[src/rtl/mxrv_if_fetch_pkg.sv]
// mxrv_if_fetch_pkg: fetch-path constants and helpers that decode and the bus adapter also use
package mxrv_if_fetch_pkg;
   localparam int ADDR_W_DEF   = 32;
   localparam int DATA_W_DEF   = 32;
   localparam int RESET_PC_DEF = 0;
   function automatic int fetch_step(input int data_w);
      return data_w / 8;
   endfunction
   // FIFO entry layout, MSB first: {pc, instruction word, error flag}
   function automatic int entry_w(input int addr_w, input int data_w);
      return addr_w + data_w + 1;
   endfunction
endpackage

[src/rtl/mxrv_if_fetch_if.sv]
// mxrv_if_fetch_if: control, instruction-bus and decode-side signals of the fetch unit
interface mxrv_if_fetch_if
   import mxrv_if_fetch_pkg::*;
#(
   parameter int ADDR_W = ADDR_W_DEF,
   parameter int DATA_W = DATA_W_DEF
);
   logic              hold_i;
   logic              jump_en_i;
   logic [ADDR_W-1:0] jump_addr_i;
   logic              req_valid_o;
   logic [ADDR_W-1:0] req_addr_o;
   logic              req_ready_i;
   logic              rsp_valid_i;
   logic [DATA_W-1:0] rsp_data_i;
   logic              rsp_err_i;
   logic              inst_valid_o;
   logic [DATA_W-1:0] inst_o;
   logic [ADDR_W-1:0] inst_pc_o;
   logic              inst_err_o;
   logic              inst_ready_i;
   modport master (
      input  hold_i, jump_en_i, jump_addr_i, req_ready_i, rsp_valid_i, rsp_data_i, rsp_err_i, inst_ready_i,
      output req_valid_o, req_addr_o, inst_valid_o, inst_o, inst_pc_o, inst_err_o
   );
   modport slave (
      output hold_i, jump_en_i, jump_addr_i, req_ready_i, rsp_valid_i, rsp_data_i, rsp_err_i, inst_ready_i,
      input  req_valid_o, req_addr_o, inst_valid_o, inst_o, inst_pc_o, inst_err_o
   );
endinterface

[src/rtl/mxrv_if_fifo.sv]
// mxrv_if_fifo: small synchronous FIFO, flush dominant, head reads as zero when empty
module mxrv_if_fifo #(
   parameter int WIDTH = 8,
   parameter int DEPTH = 2
) (
   input  logic                       clk,
   input  logic                       rst,
   input  logic                       push,
   input  logic                       pop,
   input  logic                       flush,
   input  logic [WIDTH-1:0]           din,
   output logic [WIDTH-1:0]           dout,
   output logic                       full,
   output logic                       empty,
   output logic [$clog2(DEPTH+1)-1:0] count
);
   localparam int AW = $clog2(DEPTH);
   localparam int CW = $clog2(DEPTH + 1);
   logic [WIDTH-1:0] mem [DEPTH];
   logic [AW-1:0]    wr, rd;
   logic             do_push, do_pop;
   assign full    = count == CW'(DEPTH);
   assign empty   = count == '0;
   assign do_push = push & !full & !flush;
   assign do_pop  = pop & !empty & !flush;
   assign dout    = empty ? '0 : mem[rd];
   always_ff @(posedge clk or posedge rst)
      if (rst) begin
         wr    <= '0;
         rd    <= '0;
         count <= '0;
      end else if (flush) begin
         wr    <= '0;
         rd    <= '0;
         count <= '0;
      end else begin
         wr    <= do_push ? wr + 1'b1 : wr;
         rd    <= do_pop ? rd + 1'b1 : rd;
         count <= count + CW'(do_push) - CW'(do_pop);
      end
   always_ff @(posedge clk)
      if (do_push) mem[wr] <= din;
endmodule

[src/rtl/mxrv_if_fetch.sv]
// mxrv_if_fetch: PC owner issuing in-order word fetches, buffering responses toward decode
module mxrv_if_fetch
   import mxrv_if_fetch_pkg::*;
#(
   parameter int                ADDR_W     = ADDR_W_DEF,
   parameter int                DATA_W     = DATA_W_DEF,
   parameter int                FIFO_DEPTH = 2,
   parameter int                MAX_OUTST  = 2,
   parameter logic [ADDR_W-1:0] RESET_PC   = ADDR_W'(RESET_PC_DEF)
) (
   input logic            clk,
   input logic            rst,
   mxrv_if_fetch_if.master bus
);
   localparam logic [ADDR_W-1:0] STEP = ADDR_W'(fetch_step(DATA_W));
   localparam int EW = entry_w(ADDR_W, DATA_W);
   localparam int OW = $clog2(MAX_OUTST + 1);
   localparam int CW = $clog2(FIFO_DEPTH + 1);
   logic [ADDR_W-1:0] pc, rsp_pc, jump_pc;
   logic [OW-1:0]     outst, outst_next, discard;
   logic [CW-1:0]     count;
   logic [EW-1:0]     head;
   logic              full, empty, accept, push;
   assign jump_pc = bus.jump_addr_i & ~(STEP - 1'b1);
   // credit covers both in-flight requests and buffered entries, so a landing response always fits
   assign bus.req_valid_o = !rst && !bus.hold_i && !bus.jump_en_i && (discard == '0)
                            && (int'(outst) < MAX_OUTST) && (int'(outst) + int'(count) < FIFO_DEPTH);
   assign bus.req_addr_o  = pc;
   assign accept     = bus.req_valid_o & bus.req_ready_i;
   assign push       = bus.rsp_valid_i & (discard == '0) & !bus.jump_en_i;
   assign outst_next = outst + OW'(accept) - OW'(bus.rsp_valid_i);
   always_ff @(posedge clk or posedge rst)
      if (rst) begin
         pc      <= RESET_PC;
         rsp_pc  <= RESET_PC;
         outst   <= '0;
         discard <= '0;
      end else begin
         outst   <= outst_next;
         pc      <= bus.jump_en_i ? jump_pc : accept ? pc + STEP : pc;
         rsp_pc  <= bus.jump_en_i ? jump_pc : push ? rsp_pc + STEP : rsp_pc;
         discard <= bus.jump_en_i ? outst_next : (bus.rsp_valid_i && discard != '0) ? discard - 1'b1 : discard;
      end
   mxrv_if_fifo #(.WIDTH(EW), .DEPTH(FIFO_DEPTH)) u_fifo (
      .clk   (clk),
      .rst   (rst),
      .push  (push),
      .pop   (bus.inst_valid_o & bus.inst_ready_i),
      .flush (bus.jump_en_i),
      .din   ({rsp_pc, bus.rsp_data_i, bus.rsp_err_i}),
      .dout  (head),
      .full  (full),
      .empty (empty),
      .count (count)
   );
   assign bus.inst_valid_o = !empty;
   assign {bus.inst_pc_o, bus.inst_o, bus.inst_err_o} = head;
   a_no_overflow: assert property (@(posedge clk) disable iff (rst)
      !(bus.rsp_valid_i && discard == '0 && full));
endmodule

[src/flat_wrapper.sv]
// flat-port wrapper written by rule: the top's interface ports become plain ports
module mxrv_if_fetch_flat import mxrv_if_fetch_pkg::*;
#(
   parameter int                ADDR_W     = ADDR_W_DEF,
   parameter int                DATA_W     = DATA_W_DEF,
   parameter int                FIFO_DEPTH = 2,
   parameter int                MAX_OUTST  = 2,
   parameter logic [ADDR_W-1:0] RESET_PC   = ADDR_W'(RESET_PC_DEF)
)
  (clk, rst, bus_hold_i, bus_jump_en_i, bus_jump_addr_i, bus_req_ready_i, bus_rsp_valid_i, bus_rsp_data_i, bus_rsp_err_i, bus_inst_ready_i, bus_req_valid_o, bus_req_addr_o, bus_inst_valid_o, bus_inst_o, bus_inst_pc_o, bus_inst_err_o);
  mxrv_if_fetch_if #(.ADDR_W(ADDR_W), .DATA_W(DATA_W)) bus_i ();
  input logic clk;
  input logic rst;
  input wire logic [$bits(bus_i.hold_i)-1:0] bus_hold_i;
  input wire logic [$bits(bus_i.jump_en_i)-1:0] bus_jump_en_i;
  input wire logic [$bits(bus_i.jump_addr_i)-1:0] bus_jump_addr_i;
  input wire logic [$bits(bus_i.req_ready_i)-1:0] bus_req_ready_i;
  input wire logic [$bits(bus_i.rsp_valid_i)-1:0] bus_rsp_valid_i;
  input wire logic [$bits(bus_i.rsp_data_i)-1:0] bus_rsp_data_i;
  input wire logic [$bits(bus_i.rsp_err_i)-1:0] bus_rsp_err_i;
  input wire logic [$bits(bus_i.inst_ready_i)-1:0] bus_inst_ready_i;
  output wire logic [$bits(bus_i.req_valid_o)-1:0] bus_req_valid_o;
  output wire logic [$bits(bus_i.req_addr_o)-1:0] bus_req_addr_o;
  output wire logic [$bits(bus_i.inst_valid_o)-1:0] bus_inst_valid_o;
  output wire logic [$bits(bus_i.inst_o)-1:0] bus_inst_o;
  output wire logic [$bits(bus_i.inst_pc_o)-1:0] bus_inst_pc_o;
  output wire logic [$bits(bus_i.inst_err_o)-1:0] bus_inst_err_o;
  assign bus_i.hold_i = bus_hold_i;
  assign bus_i.jump_en_i = bus_jump_en_i;
  assign bus_i.jump_addr_i = bus_jump_addr_i;
  assign bus_i.req_ready_i = bus_req_ready_i;
  assign bus_i.rsp_valid_i = bus_rsp_valid_i;
  assign bus_i.rsp_data_i = bus_rsp_data_i;
  assign bus_i.rsp_err_i = bus_rsp_err_i;
  assign bus_i.inst_ready_i = bus_inst_ready_i;
  assign bus_req_valid_o = bus_i.req_valid_o;
  assign bus_req_addr_o = bus_i.req_addr_o;
  assign bus_inst_valid_o = bus_i.inst_valid_o;
  assign bus_inst_o = bus_i.inst_o;
  assign bus_inst_pc_o = bus_i.inst_pc_o;
  assign bus_inst_err_o = bus_i.inst_err_o;
  mxrv_if_fetch #(.ADDR_W(ADDR_W), .DATA_W(DATA_W), .FIFO_DEPTH(FIFO_DEPTH), .MAX_OUTST(MAX_OUTST), .RESET_PC(RESET_PC)) u_core (.clk(clk), .rst(rst), .bus(bus_i));
endmodule
[config.mk]
export PLATFORM = sky130hd
export DESIGN_NAME = mxrv_if_fetch_flat
export DESIGN_NICKNAME = d
export VERILOG_FILES = /design/src/rtl/mxrv_if_fetch_pkg.sv /design/src/rtl/mxrv_if_fetch_if.sv /design/src/rtl/mxrv_if_fifo.sv /design/src/rtl/mxrv_if_fetch.sv /design/src/flat_wrapper.sv
export SDC_FILE = /design/constraint.sdc
export NUM_CORES = 1
export LEC_CHECK = 0
export ABC_AREA = 1
export CORE_MARGIN = 4
export CORE_UTILIZATION = 57
export CTS_CLUSTER_DIAMETER = 30
export DETAILED_ROUTE_END_ITERATION = 8
export GPL_TIMING_DRIVEN = 0
export PLACE_DENSITY = 0.89
export SLEW_MARGIN = 5
export SYNTH_ARGS = -nofsm -noshare
export SYNTH_HDL_FRONTEND = slang
export SYNTH_SLANG_ARGS = --single-unit
export TNS_END_PERCENT = 30
[constraint.sdc]
create_clock -name clk -period 10.7 [get_ports clk]
set_input_delay 2.675 -clock clk [delete_from_list [all_inputs] [get_ports clk]]
set_output_delay 2.675 -clock clk [all_outputs]
set_load 0.005 [all_outputs]
==> metrics.txt <==
Longest Clk Path Bufs 2; row count 47; Routability Congestion 0.9571; Net Sw Power 656.8 µW; crit-path cells clkdlybuf4s50_1 -> inv_2 -> nand3_1 -> nor2_2 -> clkdlybuf4s50_1; setup_tns 0 ns; Critical Path Fanout Max 4; PD cells 169.6 nW/µm²; fmax 149.5 MHz; I/O Pins 171; cell count after synthesis 1090; hold path cells 0; clock sink total 194; ys flop type edfxtp_1; Worst Setup Slack post-DPL 4.016 ns; initial antenna violation count 0; H-tree lvl count 4; vias in the first global route 8018; ranking of synthesized cells by area edfxtp_1 39%, dfrtp_1 18%, nand2_1 16%, a21oi_1 3.5%, nand3_1 3.5%; Sequential Power Share 46.7%; Iter 0 DRT Violations 559; Top cell by count, worst path clkdlybuf4s50_1; Critical Path AT 4.01 ns; Tmin final 6.688 ns; R2R Setup Slk 8.00 ns; fillcell total 1184; first-pass GRT wire length 39830 µm; Seq cells post-synth 194; Syn Std Cell Area 9632 µm²; post-cts resize count 0; DRC errors left 0; fin cells 1513; Worst VDD drop 0.1305 mV; Clock Latency Late Sink 0.44 ns; RSZ-0062 raised after global routing false; IO Port Bufs 164; leakage power 5.002 nW; postcts setup bufs 0; GRT Overall Usage 27.28%; Post-synth EDFFs 126; hpwl dp 18820 µm; max cap viols 0; critical path launch point type input port; Worst setup EP type primary output; Placed Cells 1482; Setup Skew 0.01271 ns; diodes inserted 0; syn avg cell area 8.836 µm²; cts bufs inserted 17; Synth Warn # 0; worst r2r src u_core.u_fifo.count[0]; die area 19040 µm²; Design Power 2.078 mW; critical path type input port to primary output; Layout area overhead 27.21%; nets 1361; most frequent cell after synthesis nand2_1; cts-stage hold buffer count 0; Fin. Hold Viols 0; status completed; largest net degree at the start of global routing 50; Vias/cell 5.393; Pint 1.421 mW; setup ws final 4.012 ns; TritonCTS clock tree built; Worst Hold Class flip-flop to flip-flop; CORE AREA 16580 µm²; most frequent cells after synthesis 415 x nand2_1, 126 x edfxtp_1, 88 x inv_1; Seq/Total Area, Yosys 56.95%; initial core utilization 58.08%; Worst EP required 8.03 ns; Die X 138.0 µm; Clock Root Buffer clkbuf_16; Synth top area share 39.28%; share of post-route cells with drive strength above 1 8.817%; Slew HR 35.28%; post-synth top area cell edfxtp_1; final period utilization 62.50%; clock group share of total power 29.3%; Die Height 138.0 µm; clock slew at reported path FFs 0.07 ns; Fin Hold WS 0.5589 ns; Pre-antenna DRT Iters 5; switching share of power 31.62%; hold wc startpoint u_core.rsp_pc[30]; final setup vio count 0; slowest CP cell clkdlybuf4s50_1; Slew @ Worst Pin 0.9606 ns; post-DR wirelength/cell 16.74 µm; Netlist cell types 36; DRT antenna net count 0; Async SR Flop Fraction 35.05%; Routed Wire Length 25340 µm; Final Max Slew Viols 0; RR Endpoint u_core.discard[1]; Hold Path End u_core.u_fifo.mem[0][63]; Slowest Stage Delay on Critical Path 0.51 ns; total number of vias 8160; global route overflow 0; R2R depth 15; Comb power frac 24.0%
-- worst max-delay path, delay by kind of cell --
kind / cells / cell delay, ns
buffers and inverters: 3 / 1.11
AND/OR/NAND/NOR: 2 / 0.22
-- kinds of logic (layout without fill, tap and decap cells) --
kind of cell             after synthesis  in the layout  synth area share (%)
AND/OR/NAND/NOR                      623            623                 27.96
flip-flops                           194            194                 56.95
buffers and inverters                131            331                 5.664
AO/OA/AOI/OAI                        110            110                 6.158
XOR/XNOR                              22             22                 2.001
adder cells (fa/ha/maj)                8              8                 1.117
other                                  1              4               0.03893
multiplexers                           1              1                0.1169
-- how the worst max path moves through the flow --
| stage | slack, ns | from | to |
|---|---|---|---|
| detailed placement | 4.02 | bus_jump_en_i | bus_req_valid_o |
| finish | 4.01 | bus_jump_en_i | bus_req_valid_o |
| global route | 3.95 | bus_jump_en_i | bus_req_valid_o |
| global placement | 2.46 | bus_jump_en_i | u_core.u_fifo.mem[0][31] |
| floorplan | 4.35 | bus_jump_en_i | u_core.u_fifo.mem[0][0] |
| CTS | 4.01 | bus_jump_en_i | bus_req_valid_o |
-- power groups by stage --
| stage | combinational [mW] | sequential (mW) | clock, mW |
|---|---|---|---|
| after floorplan | 0.264 | 0.960 | 0 |
| after global placement | 0.469 | 0.980 | 0 |
| after detailed placement | 0.495 | 0.983 | 0 |
| after CTS | 0.501 | 0.968 | 0.612 |
| after global routing | 0.558 | 0.980 | 0.648 |
| final | 0.499 | 0.970 | 0.608 |
-- per-stage QoR --
stage               instance area [µm²]  utilization, %
CTS                               12250           73.89
finish                            12250           73.89
global route                      12250           73.89
floorplan                          9643               -
global placement                  11560           69.71
detailed placement                11690           70.46
-- area by class of cell --
type / count / area, µm² / area share (%)
Multi-Input combinational cell: 768 / 3627 / 29.60
Clock inverter: 14 / 142.6 / 1.164
Timing Repair Buffer: 169 / 1749 / 14.28
Tap cell: 220 / 275.3 / 2.247
Sequential cell: 194 / 5485 / 44.77
Buffer: 38 / 196.4 / 1.603
Inverter: 93 / 351.6 / 2.869
Clock buffer: 17 / 425.4 / 3.472
-- layer usage --
metal / share of wire (%) / track usage, % / vias up
li1: - / - / 3922
met1: 39 / 33.25 / 3791
met2: 48 / 46.34 / 378
met3: 9.2 / 6.023 / 69
met4: 3.6 / 12.73 / 0
met5: 0 / 0 / -
-- sequential cells by signal, indices dropped and copies added (netlist names) --
register               cells
u_core.discard             2
u_core.u_fifo.rd           1
u_core.outst               2
u_core.rsp_pc             30
u_core.u_fifo.count        2
u_core.u_fifo.mem        126
u_core.u_fifo.wr           1
u_core.bus.req_addr_o     30
-- cells in the final DEF (no fill, tap or decap), drive strengths merged, types with 28 or more instances in the layout --
master / netlist / final
inv: 93 / 100
a21oi: 68 / 68
dfrtp: 68 / 68
nor2: 104 / 104
nand3: 69 / 69
nand2: 430 / 430
clkdlybuf4s50: 0 / 164
clkbuf: 11 / 28
edfxtp: 126 / 126
buf: 27 / 32
No activity file was read; power rests on OpenSTA's default activity.
